[config.mk]
export PLATFORM = sky130hd
export DESIGN_NAME = ids_input_arbiter
export DESIGN_NICKNAME = d
export VERILOG_FILES = /design/src/rtl/ids_input_arbiter.sv
export SDC_FILE = /design/constraint.sdc
export NUM_CORES = 1
export LEC_CHECK = 0
export ABC_AREA = 0
export CAP_MARGIN = 10
export CORE_AREA = 8 8 141 143
export DETAILED_ROUTE_END_ITERATION = 10
export DIE_AREA = 0 0 149 151
export GPL_ROUTABILITY_DRIVEN = 0
export GPL_TIMING_DRIVEN = 0
export SLEW_MARGIN = 20
export SYNTH_ARGS = -nofsm -noshare
export SYNTH_HDL_FRONTEND = slang
export SYNTH_SLANG_ARGS = --single-unit
[constraint.sdc]
create_clock -name clk -period 2.84 [get_ports clk]
set_input_delay 0.568 -clock clk [delete_from_list [all_inputs] [get_ports clk]]
set_output_delay 0.568 -clock clk [all_outputs]
set_load 0.02 [all_outputs]
[src/rtl/ids_input_arbiter.sv]
// Packet-granular round-robin arbiter feeding the shared IDS pipeline.
// Ports: clk, reset (async, active-low); in_data/in_ctrl/in_empty/in_rd_en
// (per-queue fallthrough heads and pops); out_data/out_ctrl/out_wr/out_rdy
// (IDS side); arb_en/arb_idle (drain handshake); cur_q (granted queue).
// Optional IDS_INPUT_ARBITER_PKT_CNT_EN adds cnt_clr and per-queue pkt_cnt.
module ids_input_arbiter #(
   parameter int DATA_WIDTH = 64,
   parameter int CTRL_WIDTH = DATA_WIDTH/8,
   parameter int NUM_QUEUES = 4,
   parameter int QSEL_WIDTH = 3
) (
   input  logic                             clk,
   input  logic                             reset,
   input  logic [NUM_QUEUES*DATA_WIDTH-1:0] in_data,
   input  logic [NUM_QUEUES*CTRL_WIDTH-1:0] in_ctrl,
   input  logic [NUM_QUEUES-1:0]            in_empty,
   output logic [NUM_QUEUES-1:0]            in_rd_en,
   output logic [DATA_WIDTH-1:0]            out_data,
   output logic [CTRL_WIDTH-1:0]            out_ctrl,
   output logic                             out_wr,
   input  logic                             out_rdy,
   input  logic                             arb_en,
   output logic                             arb_idle,
`ifdef IDS_INPUT_ARBITER_PKT_CNT_EN
   input  logic                             cnt_clr,
   output logic [NUM_QUEUES*32-1:0]         pkt_cnt,
`endif
   output logic [QSEL_WIDTH-1:0]            cur_q
);

   localparam logic [0:0] IDLE = 1'b0;
   localparam logic [0:0] XFER = 1'b1;

   logic [0:0]            state;
   logic                  body_seen;
   logic [QSEL_WIDTH-1:0] last_q;
   logic [QSEL_WIDTH-1:0] next_q;
   logic                  found;
   logic [DATA_WIDTH-1:0] sel_data;
   logic [CTRL_WIDTH-1:0] sel_ctrl;
   logic                  sel_empty;
   logic                  xfer;
   logic                  eop;
   logic                  grant;

   // Rotating search starting just after the last served queue.
   always_comb begin
      found  = 1'b0;
      next_q = '0;
      for (int k = 1; k <= NUM_QUEUES; k++) begin
         for (int j = 0; j < NUM_QUEUES; j++) begin
            if (!found && !in_empty[j] &&
                j == (int'(last_q) + k) % NUM_QUEUES) begin
               found  = 1'b1;
               next_q = QSEL_WIDTH'(j);
            end
         end
      end
   end

   always_comb begin
      sel_data  = '0;
      sel_ctrl  = '0;
      sel_empty = 1'b1;
      for (int j = 0; j < NUM_QUEUES; j++) begin
         if (cur_q == QSEL_WIDTH'(j)) begin
            sel_data  = in_data[j*DATA_WIDTH +: DATA_WIDTH];
            sel_ctrl  = in_ctrl[j*CTRL_WIDTH +: CTRL_WIDTH];
            sel_empty = in_empty[j];
         end
      end
   end

   assign xfer  = (state == XFER) && !sel_empty && out_rdy;
   // Trailing ctrl word only counts as EOP once a body word has passed.
   assign eop   = xfer && (sel_ctrl != '0) && body_seen;
   assign grant = (state == IDLE) && arb_en && found;

   always_comb begin
      in_rd_en = '0;
      for (int j = 0; j < NUM_QUEUES; j++) begin
         in_rd_en[j] = xfer && (cur_q == QSEL_WIDTH'(j));
      end
   end

   assign out_data = sel_data;
   assign out_ctrl = sel_ctrl;
   assign out_wr   = xfer;
   assign arb_idle = (state == IDLE);

   always_ff @(posedge clk or negedge reset) begin
      if (!reset) begin
         state     <= IDLE;
         body_seen <= 1'b0;
         last_q    <= QSEL_WIDTH'(NUM_QUEUES - 1);
         cur_q     <= '0;
      end else begin
         unique case (state)
            IDLE: begin
               if (grant) begin
                  state     <= XFER;
                  cur_q     <= next_q;
                  body_seen <= 1'b0;
               end
            end
            XFER: begin
               if (eop) begin
                  state  <= IDLE;
                  last_q <= cur_q;
               end else if (xfer && sel_ctrl == '0) begin
                  body_seen <= 1'b1;
               end
            end
            default: state <= IDLE;
         endcase
      end
   end

`ifdef IDS_INPUT_ARBITER_PKT_CNT_EN
   always_ff @(posedge clk or negedge reset) begin
      if (!reset) begin
         pkt_cnt <= '0;
      end else if (cnt_clr) begin
         pkt_cnt <= '0;
      end else begin
         for (int j = 0; j < NUM_QUEUES; j++) begin
            if (eop && cur_q == QSEL_WIDTH'(j)) begin
               pkt_cnt[j*32 +: 32] <= pkt_cnt[j*32 +: 32] + 32'd1;
            end
         end
      end
   end
`endif

endmodule

# Word-level counts from Yosys, hierarchy flattened
# Cells that the tools add are included.
[word_totals]
register_bits = 7
output_inout_bits = 81
wordCells = 157
[op_classes]
addsub = 4
n_eq_ne = 18
n_mux = 50
bitwise = 5
reduce_logical = 76
[op_table]
columns = ["op", "n"]
rows = [
  ["64-bit two-way mux", 4],
  ["32-bit zero test", 4],
  ["1-bit logical AND", 42],
  ["3-bit two-way mux", 13],
  ["8-bit two-way mux", 4],
  ["1-bit two-way mux", 26],
  ["3-bit == test (first input constant)", 8],
  ["1-bit zero test", 20],
  ["2-bit by 3-bit == test with 1-bit output (first input constant)", 4],
  ["8-bit zero test", 1],
  ["8-bit nonzero test", 1],
  ["2-bit OR reduction", 4],
  ["3-bit by 2-bit == test with 1-bit output (second input constant)", 2],
  ["2-bit by 1-bit adder with 2-bit output (second input constant)", 2],
  ["2-bit adder (second input constant)", 2],
  ["1-bit AND (first input constant)", 4],
  ["2-bit by 1-bit != test with 1-bit output (second input constant)", 2],
  ["1-bit case mux with 2 select lines", 2],
  ["2-bit AND reduction", 2],
  ["3-bit by 1-bit == test with 1-bit output (second input constant)", 1],
  ["3-bit zero test", 1],
  ["3-bit AND reduction", 1],
  ["2-bit two-way mux", 1],
  ["2-bit != test (second input constant)", 1],
  ["1-bit NOT", 1],
]

# Logic depth before layout (Yosys ltp)
[logic_depth]
word_depth = 69
mapped_depth = 6
depth_no_buf = 4

# Least setup slack after synthesis
# Ideal clock, no wire load.
[synth_timing]
path_type = "flip-flop to output port"
startpoint = "register cur_q[1]"
endpoint = "output in_rd_en[2]"
arrival_ps = 2249
t_required_ps = 2272
setup_slack_ps = 23
stages_incl_launch_ff = 6
cell_sequence = "dfrtp_1 buf_2 buf_2 buf_1 clkbuf_1 nor4b_1"
[synth_between]
elab_chain_len = 9
word_cells_on_any_way = 12
[synth_lines]
columns = ["element", "line", "text"]
rows = [
  ["from (decl)", "28", "output logic [QSEL_WIDTH-1:0] cur_q"],
  ["from (signal assigned)", "102", "cur_q <= next_q;"],
  ["3-bit zero test", "66", "if (cur_q == QSEL_WIDTH'(j)) begin"],
  ["1-bit two-way mux (4 in a row)", "66", ""],
  ["1-bit zero test", "74", "assign xfer = (state == XFER) && !sel_empty && out_rdy;"],
  ["1-bit logical AND (2 in a row)", "74", ""],
  ["1-bit logical AND (*)", "82", "in_rd_en[j] = xfer && (cur_q == QSEL_WIDTH'(j));"],
  ["to (decl)", "17", "output logic [NUM_QUEUES-1:0] in_rd_en,"],
]
# Every way passes the cells marked *; elsewhere a longest branch is shown, timed or not.

# Worst setup path in the final report
[layout_timing]
startpoint = "input in_ctrl[10]"
endpoint = "output out_ctrl[2]"
[layout_between]
elab_chain_len = 3
[layout_lines]
columns = ["element", "line", "text"]
rows = [
  ["from (decl)", "15", "input logic [NUM_QUEUES*CTRL_WIDTH-1:0] in_ctrl,"],
  ["8-bit two-way mux (3 in a row)", "66", ""],
  ["to (decl)", "19", "output logic [CTRL_WIDTH-1:0] out_ctrl,"],
]
# Every way passes these cells.

==> flow_metrics.tcl <==
set metrics [dict create \
    status "finished, final reports clean" \
    grt.overflow.total 0 \
    ir_drop_mv 0.430 \
    synth_warnings 0 \
    cts_buffers 3 \
    clkTransAtPathRegs_ns 0.04 \
    power.internal_uw 2500 \
    synthCells 133 \
    core.rowCount 49 \
    area_delta_synth_final_pct 193 \
    synth_edf_count 0 \
    postRouteAntennaNets 0 \
    fin_nets 809 \
    crit_family "buffers and inverters" \
    htreeDepth 1 \
    drive_above_1_share_pct 19.5 \
    firstDrtPassIters 4 \
    cp_max_fo 2 \
    synthFlopType "dfrtp_1" \
    fin_skew_ns 0.00241 \
    cts_setup_buffers 0 \
    cpPeakStageDelay_ns 0.62 \
    finalHoldViolCount 0 \
    timing.critical_path.buf_inv 2 \
    grtUsageTotal_pct 13.0 \
    io_buffer_count 375 \
    num_antenna_cells 0 \
    vias 3139 \
    die_area_um2 22500 \
    synth-seq-cells 6 \
    synth-seq-area-share_pct 7.13 \
    clk_latency_ns 0.23 \
    coreArea_um2 17700 \
    root_buffer "clkbuf_16" \
    setup_viol 0 \
    wl_per_cell_um 21.7 \
    cts_hold_buf 0 \
    yosys.area.top_type "mux4_2" \
    use_met2_pct 24.2 \
    switchingPower_uw 2070 \
    cts_tree "yes" \
    rsz0062_at_grt "no" \
    period_needed_ns 2.76 \
    cp.required_ns 2.27 \
    startpoint_type "input port" \
    viasPerCell 4.24 \
    p_total_uw 4570 \
    nFillCells 1753 \
    fp.dieW_um 149 \
    dieHeight_um 151 \
    p_leak_uw 0.00236 \
    slowest_stage "mux4_1" \
    met3_usage_pct 4.48 \
    busiest_layer "met2" \
    synth_area_um2 2140 \
    grt_max_degree 11 \
    start_util_pct 12.1 \
    cp_common_cell "clkdlybuf4s50_1" \
    clockPowerShare_pct 5.2 \
    synthArstFlopShare_pct 100 \
    grt_pass1_wl_mm 22.7 \
    synth_cell_type_count 28 \
    use_met1_pct 14.2 \
    endpoint_kind "output pin" \
    grt_pass1_vias 3827 \
    routed_wl_mm 16.0 \
    switching_share_pct 45.3 \
    seq_area_um2 153 \
    synth_area_leaders "mux4_2, dfrtp_1, dfstp_2, mux4_1, buf_2" \
    fin_crit_sh_pct 97.2 \
    crit_chain "clkdlybuf4s50_1, mux4_1, clkdlybuf4s50_1" \
    dp_hpwl_mm 14.7 \
    p_comb_share_pct 91.1 \
    crit_arrival_ns 2.19 \
    synth_area_per_cell_um2 16.1 \
    power_frac_seq_pct 3.7 \
    clock.fmax_ghz 0.362 \
    first_iter_violations 87 \
    hold_class "reg -> reg" \
    antenna_found_initial 0 \
    ios 377 \
    route.detailed.drc 0 \
    multi_input_comb_area_um2 1880 \
    holdWs_ns 0.563 \
    synth_fp_nets 429 \
    netlist.area_leader.share_pct 74.7 \
    p_per_area_nw_per_um2 728 \
    clock_sinks 6 \
    maxSlewViolCount 0 \
    clockBufferDepth 2 \
    maxCapViolations 0 \
    critPathKind "in -> out" \
]
==> per-stage QoR <==
| stage | instance area [µm²] | setup TNS [ns] | cells | worst slack (ns) | util, % |
|---|---|---|---|---|---|
| finish | 6280 | 0 | 741 | 0.0797 | 35.6 |
| global route | 6280 | 0 | 741 | 0.00611 | 35.6 |
| CTS | 6250 | 0 | 741 | 0.0244 | 35.4 |
| detailed placement | 6180 | -12.46 | 737 | -0.639 | 35.0 |
| global placement | 6180 | -10.57 | 737 | -0.565 | 35.0 |
| floorplan | 2140 | 0 | 133 | 0.0232 | - |
==> power by group through the flow <==
stage	combinational, µW	clock (µW)	sequential [µW]
final	4160	236	169
after global routing	4410	245	177
after CTS	4230	237	169
after detailed placement	4430	0	168
after global placement	4390	0	168
after floorplan	2480	0	176
==> cell usage in the layout (no fill, tap or decap), types with 2 or more instances in the layout <==
cell type / instances
dfstp_2: 2
clkbuf_2: 4
dlymetal6s2s_1: 5
inv_1: 3
nor2_1: 4
clkdlybuf4s50_1: 311
nor3_1: 2
o21ai_0: 2
dlygate4sd2_1: 57
dfrtp_1: 4
mux2_2: 2
a21oi_1: 4
mux4_2: 71
nand3_1: 3
buf_4: 2
nand2_1: 3
mux4_1: 2
buf_8: 2
buf_6: 6
clkbuf_16: 3
mux2_1: 2
clkbuf_4: 3
==> cells in the mapped netlist, types with 3 or more instances <==
master	instances
nand2_1	3
mux4_2	71
nand3_1	3
buf_2	8
dfrtp_1	4
clkbuf_1	7
nor2_1	4
a21oi_1	4
inv_1	3
==> kinds of logic after synthesis <==
| family | after synthesis | share of synthesized area, % |
|---|---|---|
| compound gates | 9 | 2.87 |
| other cells | 1 | 0.175 |
| simple gates | 18 | 5.32 |
| buf+inv | 22 | 5.20 |
| flops | 6 | 7.13 |
| mux | 77 | 79.3 |
==> worst register-to-register path: stages (launching register included) <==
cell and delay, ns:
dfrtp_1 0.37, buf_6 0.16, mux4_1 0.67, nor4_4 0.37
a2111oi_2 0.16, mux2_1 0.34
==> layer usage <==
metal | vias up | part of all wire (%)
met5 | - | 0
met2 | 198 | 53
li1 | 1393 | -
met1 | 1538 | 37
met3 | 10 | 9.1
met4 | 0 | 0.81
==> final cells by class <==
cell class	instances	share of cell area [%]
sequential	6	2.43
inverter	3	0.179
tap	229	4.56
clock buffer	4	1.26
multi-input combinational	105	29.9
timing repair buffer	375	58.8
buffer	19	2.87
==> flip-flops by register name, summed over array words and instances (netlist names) <==
signal	flops
state	1
cur_q	2
body_seen	1
last_q	2
==> worst paths after layout <==
check                      depth (start not counted)   startpoint          end  slack [ns]
min in group asynchronous                          1        reset    body_seen        0.59
max reg2reg                                        5     cur_q[0]    last_q[0]        0.69
min                                                2    body_seen    body_seen        0.56
max                                                3  in_ctrl[10]  out_ctrl[2]        0.08
min reg2reg                                        2    body_seen    body_seen        0.56
max in group asynchronous                          1        reset    last_q[1]        1.98
==> timing repair <==
action | 4_1_cts | 5_1_grt
gates resized for setup | 86 | 12
setup endpoints to repair | 69 | 21
pin swaps | 0 | 0
(Power assumes the default switching activity.)
